### src/rtl/led_pkg.sv
// Shared types and constants for the LED pulse stretcher.
// Latency: none (declarations only).
// Backpressure: none (declarations only).
package led_pkg;

  // Blink sequencer states; encoding is fixed so it can be decoded externally.
  typedef enum logic [1:0] {
    IDLE = 2'b00,
    ON   = 2'b01,
    GAP  = 2'b10
  } led_state_e;

  // One counter serves both the on-phase and the gap-phase.
  localparam int unsigned C_CNT_W = 22;

  // Pending-event counter width; holds up to 7 queued events.
  localparam int unsigned C_PEND_W = 3;

  // Defaults for a 25 MHz clock: 100 ms on, 50 ms off, up to 7 queued events.
  localparam int unsigned C_ON_LIMIT_DEF    = 2500000;
  localparam int unsigned C_GAP_LIMIT_DEF   = 1250000;
  localparam int unsigned C_PENDING_MAX_DEF = 7;

endpackage

### src/rtl/led_pulse_stretch_if.sv
// Event input and LED/status outputs of the pulse stretcher.
// Latency: n/a (signal bundle only).
// Backpressure: none; events are never stalled, only queued or dropped.
interface led_pulse_stretch_if;
  import led_pkg::*;

  logic                i_Event;
  logic                o_LED;
  logic                o_Busy;
  logic [C_PEND_W-1:0] o_Pending;
  logic                o_Overflow;

  // Core logic side: raises events, observes LED and status.
  modport master (
    output i_Event,
    input  o_LED, o_Busy, o_Pending, o_Overflow
  );

  // Stretcher side: consumes events, drives LED and status.
  modport slave (
    input  i_Event,
    output o_LED, o_Busy, o_Pending, o_Overflow
  );
endinterface

### src/rtl/led_pulse_stretch_rise_detect.sv
// Rising-edge detector producing a one-cycle strobe per 0->1 transition.
// Latency: strobe is combinational in the cycle the input goes high.
// Backpressure: none.
module rise_detect #(
  // Reset value of the history register; 1 hides a level held high across reset.
  parameter logic p_RST_VAL = 1'b1
) (
  input  logic i_Clk,
  input  logic i_Rst,
  input  logic i_Sig,
  output logic o_Rise
);

  logic r_Event_d;

  // Remember last cycle's input level.
  always_ff @(posedge i_Clk) begin
    if (i_Rst) begin
      r_Event_d <= p_RST_VAL;
    end else begin
      r_Event_d <= i_Sig;
    end
  end

  assign o_Rise = i_Sig & ~r_Event_d;

endmodule

### src/rtl/led_pulse_stretch.sv
// Stretches input events into fixed-length LED blinks with a forced off-gap.
// Latency: event in cycle t lights the LED from cycle t+1; all outputs registered.
// Backpressure: none; events during a blink queue (LED_STRETCH_QUEUE_EN) or drop and set overflow.
module led_pulse_stretch
  import led_pkg::*;
#(
  parameter int unsigned c_ON_LIMIT    = C_ON_LIMIT_DEF,
  parameter int unsigned c_GAP_LIMIT   = C_GAP_LIMIT_DEF,
  parameter int unsigned c_PENDING_MAX = C_PENDING_MAX_DEF
) (
  input  logic                i_Clk,
  input  logic                i_Rst,
  led_pulse_stretch_if.slave  bus
);

  localparam logic [C_CNT_W-1:0]  ON_LAST  = C_CNT_W'(c_ON_LIMIT - 1);
  localparam logic [C_CNT_W-1:0]  GAP_LAST = C_CNT_W'(c_GAP_LIMIT - 1);
  localparam logic [C_PEND_W-1:0] PEND_CFG = C_PEND_W'(c_PENDING_MAX);

`ifdef LED_STRETCH_QUEUE_EN
  localparam bit QUEUE_EN = 1'b1;
`else
  localparam bit QUEUE_EN = 1'b0;
`endif

  // Without the queue the capacity is zero, so every busy-time event overflows.
  localparam logic [C_PEND_W-1:0] PEND_CAP = QUEUE_EN ? PEND_CFG : '0;

  led_state_e          state_q;
  logic [C_CNT_W-1:0]  r_Count;
  logic [C_PEND_W-1:0] pending_q, pending_d;
  logic                ovf_q, ovf_d;
  logic                led_q;
  logic                busy_q;
  logic                rise;
  logic                last_gap;
  logic                pend_dec;
  logic                busy_evt;

  rise_detect #(
    .p_RST_VAL (1'b1)
  ) u_rise (
    .i_Clk  (i_Clk),
    .i_Rst  (i_Rst),
    .i_Sig  (bus.i_Event),
    .o_Rise (rise)
  );

  assign last_gap = (state_q == GAP) && (r_Count == GAP_LAST);
  assign pend_dec = last_gap && (pending_q != '0);
  assign busy_evt = rise && (state_q != IDLE);

  // Queue accounting: an event coinciding with a replay leaves the count unchanged.
  always_comb begin
    pending_d = pending_q;
    ovf_d     = ovf_q;
    if (busy_evt) begin
      if (pend_dec) begin
        pending_d = pending_q;
      end else if (pending_q < PEND_CAP) begin
        pending_d = pending_q + C_PEND_W'(1);
      end else begin
        ovf_d = 1'b1;
      end
    end else if (pend_dec) begin
      pending_d = pending_q - C_PEND_W'(1);
    end
  end

  // Blink sequencer with registered LED/busy outputs.
  always_ff @(posedge i_Clk) begin
    if (i_Rst) begin
      state_q   <= IDLE;
      r_Count   <= '0;
      led_q     <= 1'b0;
      busy_q    <= 1'b0;
      pending_q <= '0;
      ovf_q     <= 1'b0;
    end else begin
      pending_q <= pending_d;
      ovf_q     <= ovf_d;
      unique case (state_q)
        IDLE: begin
          if (rise) begin
            state_q <= ON;
            r_Count <= '0;
            led_q   <= 1'b1;
            busy_q  <= 1'b1;
          end
        end
        ON: begin
          if (r_Count == ON_LAST) begin
            state_q <= GAP;
            r_Count <= '0;
            led_q   <= 1'b0;
          end else begin
            r_Count <= r_Count + C_CNT_W'(1);
          end
        end
        GAP: begin
          if (r_Count == GAP_LAST) begin
            r_Count <= '0;
            if (pend_dec) begin
              state_q <= ON;
              led_q   <= 1'b1;
            end else begin
              state_q <= IDLE;
              busy_q  <= 1'b0;
            end
          end else begin
            r_Count <= r_Count + C_CNT_W'(1);
          end
        end
        default: begin
          state_q <= IDLE;
          r_Count <= '0;
          led_q   <= 1'b0;
          busy_q  <= 1'b0;
        end
      endcase
    end
  end

  assign bus.o_LED      = led_q;
  assign bus.o_Busy     = busy_q;
  assign bus.o_Overflow = ovf_q;
`ifdef LED_STRETCH_QUEUE_EN
  assign bus.o_Pending  = pending_q;
`else
  assign bus.o_Pending  = '0;
`endif

endmodule
### src/flat_wrapper.sv
// flat-port wrapper written by rule: the top's interface ports become plain ports
module led_pulse_stretch_flat import led_pkg::*;
#(
  parameter int unsigned c_ON_LIMIT    = C_ON_LIMIT_DEF,
  parameter int unsigned c_GAP_LIMIT   = C_GAP_LIMIT_DEF,
  parameter int unsigned c_PENDING_MAX = C_PENDING_MAX_DEF
)
  (i_Clk, i_Rst, bus_i_Event, bus_o_LED, bus_o_Busy, bus_o_Pending, bus_o_Overflow);
  led_pulse_stretch_if bus_i ();
  input  logic i_Clk;
  input  logic i_Rst;
  input wire logic [$bits(bus_i.i_Event)-1:0] bus_i_Event;
  output wire logic [$bits(bus_i.o_LED)-1:0] bus_o_LED;
  output wire logic [$bits(bus_i.o_Busy)-1:0] bus_o_Busy;
  output wire logic [$bits(bus_i.o_Pending)-1:0] bus_o_Pending;
  output wire logic [$bits(bus_i.o_Overflow)-1:0] bus_o_Overflow;
  assign bus_i.i_Event = bus_i_Event;
  assign bus_o_LED = bus_i.o_LED;
  assign bus_o_Busy = bus_i.o_Busy;
  assign bus_o_Pending = bus_i.o_Pending;
  assign bus_o_Overflow = bus_i.o_Overflow;
  led_pulse_stretch #(.c_ON_LIMIT(c_ON_LIMIT), .c_GAP_LIMIT(c_GAP_LIMIT), .c_PENDING_MAX(c_PENDING_MAX)) u_core (.i_Clk(i_Clk), .i_Rst(i_Rst), .bus(bus_i));
endmodule
### config.mk
export PLATFORM = sky130hd
export DESIGN_NAME = led_pulse_stretch_flat
export DESIGN_NICKNAME = d
export VERILOG_FILES = /design/src/rtl/led_pkg.sv /design/src/rtl/led_pulse_stretch_if.sv /design/src/rtl/led_pulse_stretch_rise_detect.sv /design/src/rtl/led_pulse_stretch.sv /design/src/flat_wrapper.sv
export SDC_FILE = /design/constraint.sdc
export NUM_CORES = 1
export LEC_CHECK = 0
export ABC_AREA = 1
export CAP_MARGIN = 20
export CORE_MARGIN = 4
export CORE_UTILIZATION = 30
export CTS_CLUSTER_SIZE = 30
export DETAILED_ROUTE_END_ITERATION = 7
export PLACE_DENSITY_LB_ADDON = 0.12
export SLEW_MARGIN = 20
export SYNTH_ARGS = -nofsm -noshare
export SYNTH_HDL_FRONTEND = slang
export SYNTH_SLANG_ARGS = --single-unit
### constraint.sdc
create_clock -name i_Clk -period 1.5 [get_ports i_Clk]
set_input_delay 0.3 -clock i_Clk [delete_from_list [all_inputs] [get_ports i_Clk]]
set_output_delay 0.3 -clock i_Clk [all_outputs]
set_load 0.02 [all_outputs]
==> key figures <==
Status
  – Run status: finished, violations left
  – Violations in the final reports: setup timing

Global route
  – Met2 track utilization from global routing: 21.9%
  – Pin count of the biggest net entering global routing: 18
  – Met1 GRT Util: 20.4%
  – Antenna violations before repair: 0
  – GRT Util Overall: 14.7%
  – Total overflow reported by the global router: 0
  – Global Route met3 Usage: under 10%
  – Global-route wire length before repair: roughly 8600 um
  – GRT busiest layer: met2
  – Via count of the first global-routing pass: 1860

Clock network
  – Inserted Clock Buffers: 5
  – Buffer type at the clock tree root: sky130_fd_sc_hd__clkbuf_8
  – Clock slew at reported path FFs: 70 ps
  – Number of sinks handled by clock tree synthesis: 31
  – CTS tree: built
  – Maximum buffer depth of the clock tree: 2
  – H-tree level count: 2
  – Worst-skew pair later-pin latency: about 290 ps

Drt
  – Routed length per instance: 12.2 um
  – Final WL: around 5200 um
  – First drt pass iteration count: 4
  – Residual DRC: 0
  – Violation count after the first detailed-routing iteration: 70
  – Total number of vias: 1976
  – Number of vias per cell after detailed routing: 4.62
  – Count of nets left with antenna violations after detail routing: 0

Layout
  – Most common cell after layout, fill and taps aside: sky130_fd_sc_hd__nand2_1
  – Share of final-layout standard cells stronger than drive strength 1: 38.5%
  – Total Nets Final: 362
  – Ant diodes: 0
  – Number of non-filler instances in the completed layout: 428
  – Synthesis-to-finish area growth: 49.0%
  – Commonest cells after routing, fill and taps aside: sky130_fd_sc_hd__nand2_1, sky130_fd_sc_hd__buf_4, sky130_fd_sc_hd__nor2_1, sky130_fd_sc_hd__inv_1, sky130_fd_sc_hd__dfxtp_2

Yosys
  – Post-synth cell types: 26
  – Number of synthesized register bits: 31
  – Area share of the largest cell type after synthesis: 33.1%
  – Count of flip-flops with a built-in enable after synthesis: 0
  – Avg Cell Area, Syn: 6.47 um2
  – Cell type with the largest total area after synthesis: sky130_fd_sc_hd__dfxtp_1
  – Synthesized cell area: 1880 um2
  – Yosys warning count: 0
  – Fraction of registers with async set/reset: 0%
  – Most used flip-flop cell after synthesis: sky130_fd_sc_hd__dfxtp_1
  – Cell types occupying the most area after synthesis: sky130_fd_sc_hd__dfxtp_1, sky130_fd_sc_hd__nand2_1, sky130_fd_sc_hd__nor2_1
  – Synth Instances: 290
  – Share of the yosys chip area belonging to registers: 33.1%

Timing
  – Unrepaired setup endpoints after global routing: yes
  – Final-report setup violation count: 1
  – Min cycle time layout: between 1500 and 2000 ps
  – Hold Vio Cnt, Final: 0
  – Final critical-path share of the clock period: 100%
  – Clock tree skew after final layout: 8.12 ps
  – Final Max Slew Viols: 0
  – Fmax: 666 MHz
  – Worst Slack Setup Final: -1.24 ps

Place
  – IO Port Bufs: 5
  – Post-DP HPWL: ~3700 um
  – Post-placement cell count: approximately 400
  – Routability Congestion: 0.839
  – Minimum setup slack after placement: -290 ps

Worst setup path
  – RR Startpoint: u_core.r_Count[0]
  – Required time reported for the critical path endpoint: 1670 ps
  – Reg2Reg Setup Slack: -1 ps
  – Setup CP Type: reg2reg
  – Arrival time at the worst endpoint: 1670 ps
  – Path depth of the worst reg2reg path: 10
  – Terminus of the critical flop-to-flop path: u_core.r_Count[17]
  – Top fanout value on the critical path: 17
  – Kind of end point of the critical path: register
  – Kind of start point of the critical path: register

Worst hold path
  – Kind of path behind the tightest hold check: reg2reg
  – Hold EP: u_core.bus.o_LED
  – Worst hold stages: 2
  – HP Start: u_core.bus.o_LED

Floorplan
  – Core region area: 5990 um2
  – Number of placed I/O pins: 9
  – # rows: 28
  – Die ar.: about 7600 um2
  – Initial Utilization: 31.3%
  – Chip width: 87.1 um
  – Die Span Y: 87.1 um

Pwr
  – Worst IR Drop VDD: just under 0.6 mV
  – Total power density per cell area: 1050 nW/um2
  – Lkg Pwr: 1.19 nW

Job
  – Number of violations of the max-capacitance limit: 0
[sequential cells by signal, indices dropped and copies added, names as in the netlist]
register and flops:
u_core.bus.o_Busy 1, u_core.bus.o_LED 1, u_core.bus.o_Overflow 1, u_core.pending_q 3, u_core.r_Count 22, u_core.state_q 2
u_core.u_rise.r_Event_d 1
[worst max-delay path by stage]
stage	startpoint	endpoint	slack [ps]
after global routing	u_core.r_Count[0]	u_core.r_Count[17]	-90
after global placement	bus_i_Event	u_core.r_Count[18]	-250
final	u_core.r_Count[0]	u_core.r_Count[17]	-1
after detailed placement	bus_i_Event	u_core.r_Count[16]	-290
after CTS	u_core.r_Count[1]	u_core.r_Count[20]	-20
after floorplan	u_core.state_q[1]	u_core.r_Count[3]	0.9
[cell families after synthesis]
kind of cell,after synthesis,synth area share [%]
other,1,0.200
flip-flops,31,33.1
adder cells (fa/ha/maj),7,4.67
AND/OR/NAND/NOR,175,41.1
AO/OA/AOI/OAI,19,5.60
XOR/XNOR,9,4.20
buffers and inverters,48,11.1
[cell type report]
class,instances,area [um2]
fill,619,3200
multi-input combinational,213,1310
sequential,31,642
timing repair buffer,58,463
inverter,43,166
tap,75,93.8
clock buffer,6,82.6
clock inverter,2,35.0
[Yosys cell counts, drive strengths merged (3+ instances only)]
cell and count:
nor3 9, ha 7, xor2 7, dfxtp 31
nand3 26, nand4 8, buf 4, nand2 68
o21ai 6, nor2 60, o21bai 3, a21oi 9
inv 42
[worst max-delay path, cell delays in order (launching register included)]
cell and delay, ps:
sky130_fd_sc_hd__dfxtp_2 350, sky130_fd_sc_hd__ha_4 170, sky130_fd_sc_hd__nand3_4 130, sky130_fd_sc_hd__nor2_4 130, sky130_fd_sc_hd__nand3_2 110, sky130_fd_sc_hd__nand2_4 90
sky130_fd_sc_hd__nand2_4 60, sky130_fd_sc_hd__nand2_4 60, sky130_fd_sc_hd__nand2_4 70, sky130_fd_sc_hd__nand2_8 140, sky130_fd_sc_hd__nor2_1 70
[through the flow]
| stage | hold slack [ps] | power [mW] | util [%] | area, um2 | TNS, ps |
|---|---|---|---|---|---|
| detailed placement | 441 | 1.78 | 39.1 | 2340 | -4570 |
| global placement | 437 | 1.78 | 39.1 | 2340 | -3950 |
| global route | 473 | 3.12 | 46.6 | 2790 | -1680 |
| CTS | 450 | 2.74 | 42.8 | 2560 | -21.9 |
| floorplan | 369 | 1.43 | - | 1910 | 0 |
| finish | 445 | 2.94 | 46.6 | 2790 | -1.24 |
[where the power goes]
| group | total (mW) | leakage [nW] | internal, mW | switching, mW |
|---|---|---|---|---|
| registers | 0.900 | 0.259 | 0.873 | 0.0270 |
| clock network | 0.875 | 0.0612 | 0.537 | 0.337 |
| logic | 1.16 | 0.868 | 0.538 | 0.624 |
[routing by layer]
layer,part of all wire (%),up-vias
li1,-,1030
met1,50,904
met2,45,34
met3,3.9,8
met4,1.9,0
met5,0,-
[repair_timing]
item,in CTS,in global routing
hold buffers,0,0
endpoints found under the hold margin,0,0
buffers inserted,3,5
resized for setup,27,58
setup endpoints to repair,32,30
pin swaps,12,22
Note: power is estimated with default switching activity, not from simulation.
